$ cat config.mk
export PLATFORM = sky130hd
export DESIGN_NAME = oddr_serializer_ctrl
export DESIGN_NICKNAME = d
export VERILOG_FILES = /design/src/rtl/oddr_serializer_ctrl.sv
export SDC_FILE = /design/constraint.sdc
export NUM_CORES = 1
export LEC_CHECK = 0
export ABC_AREA = 1
export BUFFER_PORTS_ARGS = -buffer_cell sky130_fd_sc_hd__buf_2
export CORE_MARGIN = 2
export CORE_UTILIZATION = 45
export CTS_CLUSTER_SIZE = 16
export DETAILED_ROUTE_END_ITERATION = 10
export PLACE_DENSITY = 0.71
export SLEW_MARGIN = 20
export SYNTH_ARGS = -nofsm -noshare
export SYNTH_HDL_FRONTEND = slang
export SYNTH_SLANG_ARGS = --single-unit
$ cat constraint.sdc
create_clock -name clk -period 2.45 [get_ports clk]
set_input_delay 0.1225 -clock clk [delete_from_list [all_inputs] [get_ports clk]]
set_output_delay 0.1225 -clock clk [all_outputs]
set_load 0.01 [all_outputs]
$ cat src/rtl/oddr_serializer_ctrl.sv
// ---------------------------------------------------------------------------
// oddr_serializer_ctrl
//
// Serialises WIDTH-bit words into bit pairs for a Gowin ODDR primitive.
// Words are taken over a valid/ready handshake. They pass through a one-entry
// hold register and then a shifter, which sends two bits per clk cycle on
// d0 (first half of the cycle) and d1 (second half of the cycle).
// After reset the block stays in a warm-up phase for WARMUP cycles. During
// that phase the pin is idle and in_ready is low, which lets the ODDR settle.
//
// Ports
//   clk        in   system clock, also drives the ODDR CLK pin
//   rst_n      in   asynchronous reset, active low
//   in_valid   in   in_data holds a valid word
//   in_ready   out  a word is accepted on this cycle's rising edge
//   in_data    in   WIDTH-bit word to serialise
//   d0         out  to ODDR D0
//   d1         out  to ODDR D1
//   tx         out  to ODDR TX (0 = driving data, 1 = idle/tristate)
//   busy       out  a word is waiting in the hold register or being shifted
//   frame_done out  high together with the last pair of each word
// ---------------------------------------------------------------------------
module oddr_serializer_ctrl #(
    parameter int   WIDTH     = 8,
    parameter int   WARMUP    = 4,
    parameter logic IDLE_LVL  = 1'b0,
    parameter bit   MSB_FIRST = 1'b1
) (
    input  logic             clk,
    input  logic             rst_n,
    input  logic             in_valid,
    output logic             in_ready,
    input  logic [WIDTH-1:0] in_data,
    output logic             d0,
    output logic             d1,
    output logic             tx,
    output logic             busy,
    output logic             frame_done
);

    localparam int PAIRS = WIDTH / 2;
    localparam int PCW   = (PAIRS > 1) ? $clog2(PAIRS) : 1;
    localparam int WCW   = (WARMUP > 1) ? $clog2(WARMUP) : 1;
    localparam logic [PCW-1:0] LAST_PC   = PCW'(PAIRS - 1);
    localparam logic [WCW-1:0] WARM_LAST = WCW'(WARMUP - 1);

    typedef enum logic {
        ST_WARM,
        ST_RUN
    } state_t;

    state_t           state_reg, state_next;
    logic [WCW-1:0]   warm_cnt_reg, warm_cnt_next;

    logic [WIDTH-1:0] hold_reg;
    logic             hold_valid_reg;
    logic [WIDTH-1:0] shift_reg;
    logic             active_reg;
    logic [PCW-1:0]   pc_reg;
    logic             d0_reg, d1_reg, tx_reg, frame_done_reg;

    logic [WIDTH-1:0] hold_ord;
    logic [PCW-1:0]   pc_inc;
    logic             is_last;
    logic             take;
    logic             xfer;

    // The shifter always works MSB-first. For LSB-first output the held word
    // is bit-reversed on its way in, so the shift path stays the same for
    // both orders.
    generate
        for (genvar gi = 0; gi < WIDTH; gi++) begin : g_order
            if (MSB_FIRST) begin : g_msb
                assign hold_ord[gi] = hold_reg[gi];
            end else begin : g_lsb
                assign hold_ord[gi] = hold_reg[WIDTH-1-gi];
            end
        end
    endgenerate

    // ---------------- warm-up FSM ----------------
    always_ff @(posedge clk or negedge rst_n) begin
        if (!rst_n) begin
            state_reg    <= ST_WARM;
            warm_cnt_reg <= '0;
        end else begin
            state_reg    <= state_next;
            warm_cnt_reg <= warm_cnt_next;
        end
    end

    always_comb begin
        state_next    = state_reg;
        warm_cnt_next = warm_cnt_reg;
        case (state_reg)
            ST_WARM: begin
                if (warm_cnt_reg == WARM_LAST) begin
                    state_next = ST_RUN;
                end else begin
                    warm_cnt_next = warm_cnt_reg + 1'b1;
                end
            end
            ST_RUN:  state_next = ST_RUN;
            default: state_next = ST_WARM;
        endcase
    end

    // ---------------- handshake ----------------
    assign is_last  = (pc_reg == LAST_PC);
    assign pc_inc   = pc_reg + 1'b1;
    // The hold word moves to the shifter when the shifter is idle or is
    // sending its last pair. This frees the hold slot on the same edge.
    assign take     = hold_valid_reg & (~active_reg | is_last);
    assign in_ready = (state_reg == ST_RUN) & (~hold_valid_reg | take);
    assign xfer     = in_valid & in_ready;

    // ---------------- datapath ----------------
    always_ff @(posedge clk or negedge rst_n) begin
        if (!rst_n) begin
            hold_reg       <= '0;
            hold_valid_reg <= 1'b0;
            shift_reg      <= '0;
            active_reg     <= 1'b0;
            pc_reg         <= '0;
            d0_reg         <= IDLE_LVL;
            d1_reg         <= IDLE_LVL;
            tx_reg         <= 1'b1;
            frame_done_reg <= 1'b0;
        end else begin
            if (xfer) begin
                hold_reg       <= in_data;
                hold_valid_reg <= 1'b1;
            end else if (take) begin
                hold_valid_reg <= 1'b0;
            end

            if (take) begin
                // Pair 0 goes straight to the pins. The shifter keeps the
                // remaining pairs, aligned to its top bits.
                d0_reg         <= hold_ord[WIDTH-1];
                d1_reg         <= hold_ord[WIDTH-2];
                tx_reg         <= 1'b0;
                frame_done_reg <= (LAST_PC == '0);
                shift_reg      <= hold_ord << 2;
                pc_reg         <= '0;
                active_reg     <= 1'b1;
            end else if (active_reg && !is_last) begin
                d0_reg         <= shift_reg[WIDTH-1];
                d1_reg         <= shift_reg[WIDTH-2];
                tx_reg         <= 1'b0;
                frame_done_reg <= (pc_inc == LAST_PC);
                shift_reg      <= shift_reg << 2;
                pc_reg         <= pc_inc;
            end else begin
                d0_reg         <= IDLE_LVL;
                d1_reg         <= IDLE_LVL;
                tx_reg         <= 1'b1;
                frame_done_reg <= 1'b0;
                pc_reg         <= '0;
                active_reg     <= 1'b0;
            end
        end
    end

    assign d0         = d0_reg;
    assign d1         = d1_reg;
    assign tx         = tx_reg;
    assign frame_done = frame_done_reg;
    assign busy       = hold_valid_reg | active_reg;

endmodule
==> metrics.log, run 1 <==
INFO  metric full_die_area = 2711 um^2
INFO  metric ys_dominant_reg_cell = sky130_fd_sc_hd__dfrtp_1
INFO  metric tightest_slew = 0.5372 ns
INFO  metric mappedNetlistNets = 123
INFO  metric cts.root.buffer_cell = sky130_fd_sc_hd__clkbuf_4
INFO  metric timing.fmax = 557.9 MHz
INFO  metric ctsHtreeMaxLevel = 1
INFO  metric run_status = finished clean
INFO  metric hold_viol = 0
INFO  metric antenna_found_initial = 0
INFO  metric first_pass_iters = 4
INFO  metric postSynth.asyncResetShare = 100.0%
INFO  metric cp_max_fo = 11
INFO  metric ys_top_cells_by_count = sky130_fd_sc_hd__nand2_1, sky130_fd_sc_hd__dfrtp_1, sky130_fd_sc_hd__nand3_1, sky130_fd_sc_hd__inv_1, sky130_fd_sc_hd__nand4_1
INFO  metric irDropWorstVdd = 537.7 uV
INFO  metric global_route.overflow_total = 0
INFO  metric detail_route.vias_per_cell = 4.734
INFO  metric synth_seq_area_share = 60.29%
INFO  metric gr_busiest_metal = met2
INFO  metric core-area = 2191 um^2
INFO  metric port_buffers = 16
INFO  metric detail_route.wl_per_cell = 11.19 um
INFO  metric tritoncts = done
INFO  metric syn_avg_cell_area = 9.539 um^2
INFO  metric synthDominantCellAreaShare = 57.76%
INFO  metric detail_route.wirelength = 1.723 mm
INFO  metric area.growth.synth_to_final = 11.91%
INFO  metric grt_first_pass_wirelength = 3.036 mm
INFO  metric synth-seq-cells = 25
INFO  metric largest_register_ff_count = 8
INFO  metric placement_rows = 17
INFO  metric cellPowerDensity = 1098 nW/um^2
INFO  metric first_iter_violations = 16
INFO  metric postLayoutSetupSlackWorst = 0.6575 ns
INFO  metric number_of_remaining_drc_errors = 0
INFO  metric clk_latency = 0.32 ns
INFO  metric final_layout_size_suffix_gt1_share = 19.05%
INFO  metric post-route-min-period = 1.792 ns
INFO  metric synthDistinctLibCells = 14
INFO  metric critPathLaunchType = flop
INFO  metric numClockSinks = 25
INFO  metric synth-edff-count = 0
INFO  metric timing.final.crit_share = 73.16%
INFO  metric final-max-slew-violation-count = 0
INFO  metric synth_area = 1040 um^2
INFO  metric half_perimeter_wire_length_after_detailed_placement = 1.258 mm
INFO  metric synth-warning-count = 0
INFO  metric final_antenna_net_count = 0
INFO  metric fp.dieW = 52.07 um
INFO  metric p_leak = 0.0006198 uW
INFO  metric pin_count_of_the_biggest_net_entering_global_routing = 26
INFO  metric first_global_vias = 699
INFO  metric nets = 141
INFO  metric gr-usage-all-layers = 15.89%
INFO  metric max-clock-path-buffers = 2
INFO  metric grtUsageMet2 = 24.05%
INFO  metric synth_cells = 109
INFO  metric setup.worst_path.end_class = output pin
INFO  metric report.final.setup_viol = 0
INFO  metric synth_largest_area_cell = sky130_fd_sc_hd__dfrtp_1
INFO  metric max_cap_viol_count = 0
INFO  metric clk_pin_slew_worst_paths = 0.14 ns
INFO  metric antenna_cells = 0
INFO  metric layout.filler_cells = 211
INFO  metric synthTopCellsByArea = sky130_fd_sc_hd__dfrtp_1, sky130_fd_sc_hd__nand2_1, sky130_fd_sc_hd__nand4_1
INFO  metric routed-via-count = 729
INFO  metric setup_repair_after_global_routing_missed_its_margin = no
INFO  metric dieHeight = 52.07 um
INFO  metric floorplan.initialDensity = 47.46%
INFO  metric ioPinCount = 17
INFO  metric critPathRequiredTime = 2.33 ns
INFO  metric timing.hold.ws = 0.03933 ns
INFO  metric synth.most_common_cell = sky130_fd_sc_hd__nand2_1
INFO  metric category_of_the_most_critical_setup_path = reg2out
INFO  metric cts_inserted_buffers = 3
INFO  metric globalRouteMet3Util = 2.874%
INFO  metric grt.met1_usage = 20.19%
INFO  metric slew-limit-headroom = 64.19%
INFO  metric timing.clock.skew = 0.01019 ns
INFO  metric post-place-ws = 0.9785 ns
INFO  metric critPathArrivalTime = 1.67 ns
INFO  metric final.setup.tns = 0 ns
INFO  metric hold_class = in2reg
INFO  metric weighted_congestion_at_the_end_of_routability_driven_global_placement = 0.7852
what timing repair did:
item,CTS,global route
endpoints found under the setup margin,0,0
hold buffers,1,0
setup buffers,0,0
resized for setup,0,0
hold endpoints to repair,24,0
through the flow:
step	utilization, %	power [uW]	instances	area [um^2]
3_3_place_gp	51.40	1098	149	1126
4_1_cts	53.11	1301	154	1164
3_5_place_dp	51.40	1114	149	1126
6_report	53.11	1278	154	1164
2_1_floorplan	-	1010	109	1040
5_1_grt	53.11	1399	154	1164
worst max-delay path: stages (launching register included):
cell,delay (ns)
sky130_fd_sc_hd__dfrtp_1,0.42
sky130_fd_sc_hd__ha_1,0.24
sky130_fd_sc_hd__inv_1,0.08
sky130_fd_sc_hd__nand3_1,0.30
sky130_fd_sc_hd__nand2_1,0.15
sky130_fd_sc_hd__inv_1,0.04
sky130_fd_sc_hd__buf_2,0.13
layout make-up:
type                    count  area, um^2  area share [%]
flip-flops and latches     25       626.9           53.87
multi-input cells          72       354.1           30.43
repair buffers             17       90.09           7.742
well taps                  28       35.03           3.011
inverters                   8       30.03           2.581
clock buffers               3       22.52           1.935
clock inverters             1       5.005          0.4301
placed cells by master (no fill, tap or decap):
master and n:
sky130_fd_sc_hd__nand3_1 9, sky130_fd_sc_hd__dlygate4sd3_1 1, sky130_fd_sc_hd__ha_1 3, sky130_fd_sc_hd__nand2_1 43
sky130_fd_sc_hd__nor2_1 5, sky130_fd_sc_hd__xor2_1 1, sky130_fd_sc_hd__nand3_2 1, sky130_fd_sc_hd__nand4_1 8
sky130_fd_sc_hd__clkinv_2 1, sky130_fd_sc_hd__dfrtp_1 24, sky130_fd_sc_hd__dfstp_2 1, sky130_fd_sc_hd__nor2_4 2
sky130_fd_sc_hd__buf_2 16, sky130_fd_sc_hd__inv_1 8, sky130_fd_sc_hd__clkbuf_4 3
layer usage:
metal  vias to the layer above  part of all wire (%)
met5                         -                     0
met4                         0                   1.9
met3                         4                   5.2
met2                        21                    45
met1                       326                    48
li1                        378                     -
logic make-up (layout without fill, tap and decap cells):
logic type / after synthesis / after routing / synth area share [%]
xor+xnor: 1 / 1 / 0.8425
fa+ha+maj: 3 / 3 / 3.610
buf+inv: 12 / 29 / 5.656
flops: 25 / 25 / 60.29
simple gates: 68 / 68 / 29.60
power breakdown:
group | switching [uW] | internal (uW)
Sequential | 90.0 | 563
Clock | 122 | 61.2
Combinational | 284 | 158
path summary, 6_finish.rpt:
kind | from | to | slack [ns] | depth (start not counted)
max in group asynchronous | rst_n | tx | 1.79 | 2
worst max-delay path | pc_reg[0] | in_ready | 0.66 | 6
worst min-delay path | in_data[7] | hold_ord[7] | 0.04 | 3
min in group asynchronous | rst_n | d0 | 0.29 | 2
worst min register to register | pc_reg[0] | pc_reg[0] | 0.47 | 1
worst max register to register | pc_reg[0] | hold_ord[1] | 0.97 | 6
Note: power is estimated with default switching activity, not from simulation.
==> inputs of run 2 (changes only) <==
- ABC_AREA: 1 -> 0
- clock period: 2.45 -> 1.8 ns (I/O delays scaled with it)
==> run 2 against run 1 <==
  * Worst setup slack got worse by 0.47 ns
  * Highest routed layer unchanged
  * Area after synthesis fell by 2.8%
  * Clock skew fell by 0.0045 ns
==> metrics.log, run 2 <==
INFO  metric layout.filler_cells = 194 (-8.1%)
INFO  metric synth_seq_area_share = 62.00% (+1.7 points)
INFO  metric synthTopCellsByArea = sky130_fd_sc_hd__dfrtp_1, sky130_fd_sc_hd__mux2_2, sky130_fd_sc_hd__mux2i_1
INFO  metric first_pass_iters = 4 (unchanged)
INFO  metric critPathRequiredTime = 1.71 ns (-0.62 ns)
INFO  metric post-route-min-period = 1.615 ns
INFO  metric nets = 119 (-16%)
INFO  metric cts_resized = 0 (unchanged)
INFO  metric synthDistinctLibCells = 19 (+5)
INFO  metric run_status = finished clean
INFO  metric placement_rows = 17 (unchanged)
INFO  metric synth-warning-count = 0 (unchanged)
INFO  metric max-clock-path-buffers = 2 (unchanged)
INFO  metric report.final.setup_viol = 0 (unchanged)
INFO  metric detail_route.wl_per_cell = 11.80 um (+5.4%)
INFO  metric synth-edff-count = 0 (unchanged)
INFO  metric global_route.overflow_total = 0 (unchanged)
INFO  metric clk_latency = 0.31 ns (about the same)
INFO  metric cts.root.buffer_cell = sky130_fd_sc_hd__clkbuf_4
INFO  metric final_antenna_net_count = 0 (unchanged)
INFO  metric critPathLaunchType = flop
INFO  metric setup_repair_after_global_routing_missed_its_margin = no
INFO  metric mappedNetlistNets = 92 (-25%)
INFO  metric cts_hold_buf = 5 (+4)
INFO  metric antenna_found_initial = 0 (unchanged)
INFO  metric synthDominantCellAreaShare = 59.41% (+1.6 points)
INFO  metric detail_route.vias_per_cell = 4.795 (+1.3%)
INFO  metric slew-limit-headroom = 63.16% (-1.0 points)
INFO  metric detail_route.wirelength = 1.557 mm (-9.6%)
INFO  metric routed-via-count = 633 (-13%)
INFO  metric totalPowerFinal = 1774 uW (+39%)
INFO  metric pin_count_of_the_biggest_net_entering_global_routing = 26 (unchanged)
INFO  metric gr-usage-all-layers = 14.58% (-1.3 points)
INFO  metric ys_top_cells_by_count = sky130_fd_sc_hd__dfrtp_1, sky130_fd_sc_hd__nand2_1, sky130_fd_sc_hd__mux2_2, sky130_fd_sc_hd__mux2i_1, sky130_fd_sc_hd__nor2_1
INFO  metric max_cap_viol_count = 0 (unchanged)
INFO  metric irDropWorstVdd = 645.1 uV (+20%)
INFO  metric numClockSinks = 25 (unchanged)
INFO  metric final-max-slew-violation-count = 0 (unchanged)
INFO  metric hold_viol = 0 (unchanged)
INFO  metric synth.most_common_cell = sky130_fd_sc_hd__dfrtp_1
INFO  metric tightest_slew = 0.5527 ns (+0.01544 ns)
INFO  metric clk_pin_slew_worst_paths = 0.13 ns (about the same)
INFO  metric final.setup.tns = 0 ns (unchanged)
INFO  metric category_of_the_most_critical_setup_path = reg2out
INFO  metric syn_avg_cell_area = 12.96 um^2 (+36%)
INFO  metric floorplan.initialDensity = 46.60% (-0.86 points)
INFO  metric full_die_area = 2642 um^2 (-2.6%)
INFO  metric weighted_congestion_at_the_end_of_routability_driven_global_placement = 0.7313 (-6.9%)
INFO  metric grt_first_pass_wirelength = 2.732 mm (-10%)
INFO  metric hold_class = in2reg
INFO  metric synth_cells = 78 (-28%)
INFO  metric area.growth.synth_to_final = 20.17%
INFO  metric setup.worst_path.end_class = output pin
INFO  metric first_global_vias = 611 (-13%)
INFO  metric cp_max_fo = 4 (-7)
INFO  metric timing.final.crit_share = 89.71%
INFO  metric first_iter_violations = 7 (-9)
INFO  metric synth_largest_area_cell = sky130_fd_sc_hd__dfrtp_1
INFO  metric layout.cells.most_common_list = sky130_fd_sc_hd__dfrtp_1, sky130_fd_sc_hd__buf_2, sky130_fd_sc_hd__nand2_1
INFO  metric ioPinCount = 17 (unchanged)
INFO  metric half_perimeter_wire_length_after_detailed_placement = 1.047 mm (-17%)
INFO  metric cellPowerDensity = 1460 nW/um^2 (+33%)
INFO  metric cts_inserted_buffers = 3 (unchanged)
INFO  metric timing.clock.skew = 0.005668 ns (-0.004521 ns)
INFO  metric number_of_buffers_inserted_to_repair_setup_after_cts = 0 (unchanged)
INFO  metric antenna_cells = 0 (unchanged)
INFO  metric number_of_remaining_drc_errors = 0 (unchanged)
INFO  metric timing.fmax = 619.3 MHz
INFO  metric tritoncts = done
INFO  metric p_leak = 0.0006073 uW (-2.0%)
INFO  metric largest_register_ff_count = 8 (unchanged)
INFO  metric port_buffers = 16 (unchanged)
INFO  metric synth-seq-cells = 25 (unchanged)
INFO  metric final_layout_size_suffix_gt1_share = 32.69% (+14 points)
INFO  metric ctsHtreeMaxLevel = 1 (unchanged)
INFO  metric synth_area = 1011 um^2 (-2.8%)
INFO  metric core-area = 2170 um^2 (-0.97%)
INFO  metric dieHeight = 51.40 um (-1.3%)
INFO  metric mostFrequentLayoutCell = sky130_fd_sc_hd__dfrtp_1
INFO  metric postSynth.asyncResetShare = 100.0% (unchanged)
INFO  metric critPathArrivalTime = 1.52 ns (-0.15 ns)
INFO  metric ys_dominant_reg_cell = sky130_fd_sc_hd__dfrtp_1
INFO  metric fp.dieW = 51.40 um (-1.3%)
==> run 2: area by class of cell <==
type                    instances  area [um^2]  share of cell area [%]
well taps                      28        35.03                   2.884
flip-flops and latches         25        626.9                   51.60
inverters                       3        11.26                  0.9269
repair buffers                 24        155.1                   12.77
multi-input cells              48        360.3                   29.66
clock buffers                   4        26.28                   2.163
==> run 2: metrics by stage <==
| step | hold slack (ns) | utilization [%] | cells | area [um^2] | setup slack (ns) |
|---|---|---|---|---|---|
| 5_1_grt | 0.001459 | 56.00 | 132 | 1215 | 0.07199 |
| 4_1_cts | 0.001019 | 55.54 | 131 | 1205 | 0.1533 |
| 3_5_place_dp | 0.1052 | 52.02 | 122 | 1129 | 0.3599 |
| 6_report | 0.007504 | 56.00 | 132 | 1215 | 0.1853 |
| 3_3_place_gp | 0.09812 | 52.02 | 122 | 1129 | 0.3903 |
| 2_1_floorplan | -0.2056 | - | 78 | 1011 | 0.4742 |
==> run 2: power breakdown <==
part	leakage [uW]	internal [uW]	switching (uW)
sequential	0.000292	770	115
clock	0.0000150	86.4	153
combinational	0.000300	342	308
==> run 2: routing by layer <==
metal | share of wire [%] | GRT usage [%]
met5 | 0 | 0
met4 | 1.0 | 7.895
met3 | 4.8 | 3.801
met2 | 51 | 23.50
met1 | 43 | 17.76
==> run 2: final timing paths <==
| path | slack [ns] | start | cells past startpoint | to |
|---|---|---|---|---|
| worst max-delay path | 0.19 | pc_reg[0] | 5 | in_ready |
| worst min-delay path | 0.008 | in_data[5] | 2 | hold_ord[5] |
| worst max register to register | 0.36 | pc_reg[0] | 4 | hold_ord[7] |
| worst min register to register | 0.48 | pc_reg[0] | 1 | pc_reg[0] |
| max in group asynchronous | 1.14 | rst_n | 2 | tx |
| min in group asynchronous | 0.28 | rst_n | 2 | hold_ord[5] |
==> run 2: critical path, cell delays in order, from the launching register on <==
cell and delay [ns]:
sky130_fd_sc_hd__dfrtp_1 0.42, sky130_fd_sc_hd__ha_1 0.25, sky130_fd_sc_hd__nor2b_4 0.17, sky130_fd_sc_hd__nand2_1 0.09, sky130_fd_sc_hd__and2_1 0.17, sky130_fd_sc_hd__buf_2 0.13
==> run 2: cell families after synthesis <==
group | count (synthesis) | synth area share (%)
XOR/XNOR | 1 | 0.8665
buffers and inverters | 5 | 2.351
AO/OA/AOI/OAI | 5 | 3.590
adder cells (fa/ha/maj) | 3 | 3.713
multiplexers | 15 | 15.97
flip-flops | 25 | 62.01
AND/OR/NAND/NOR | 24 | 11.51
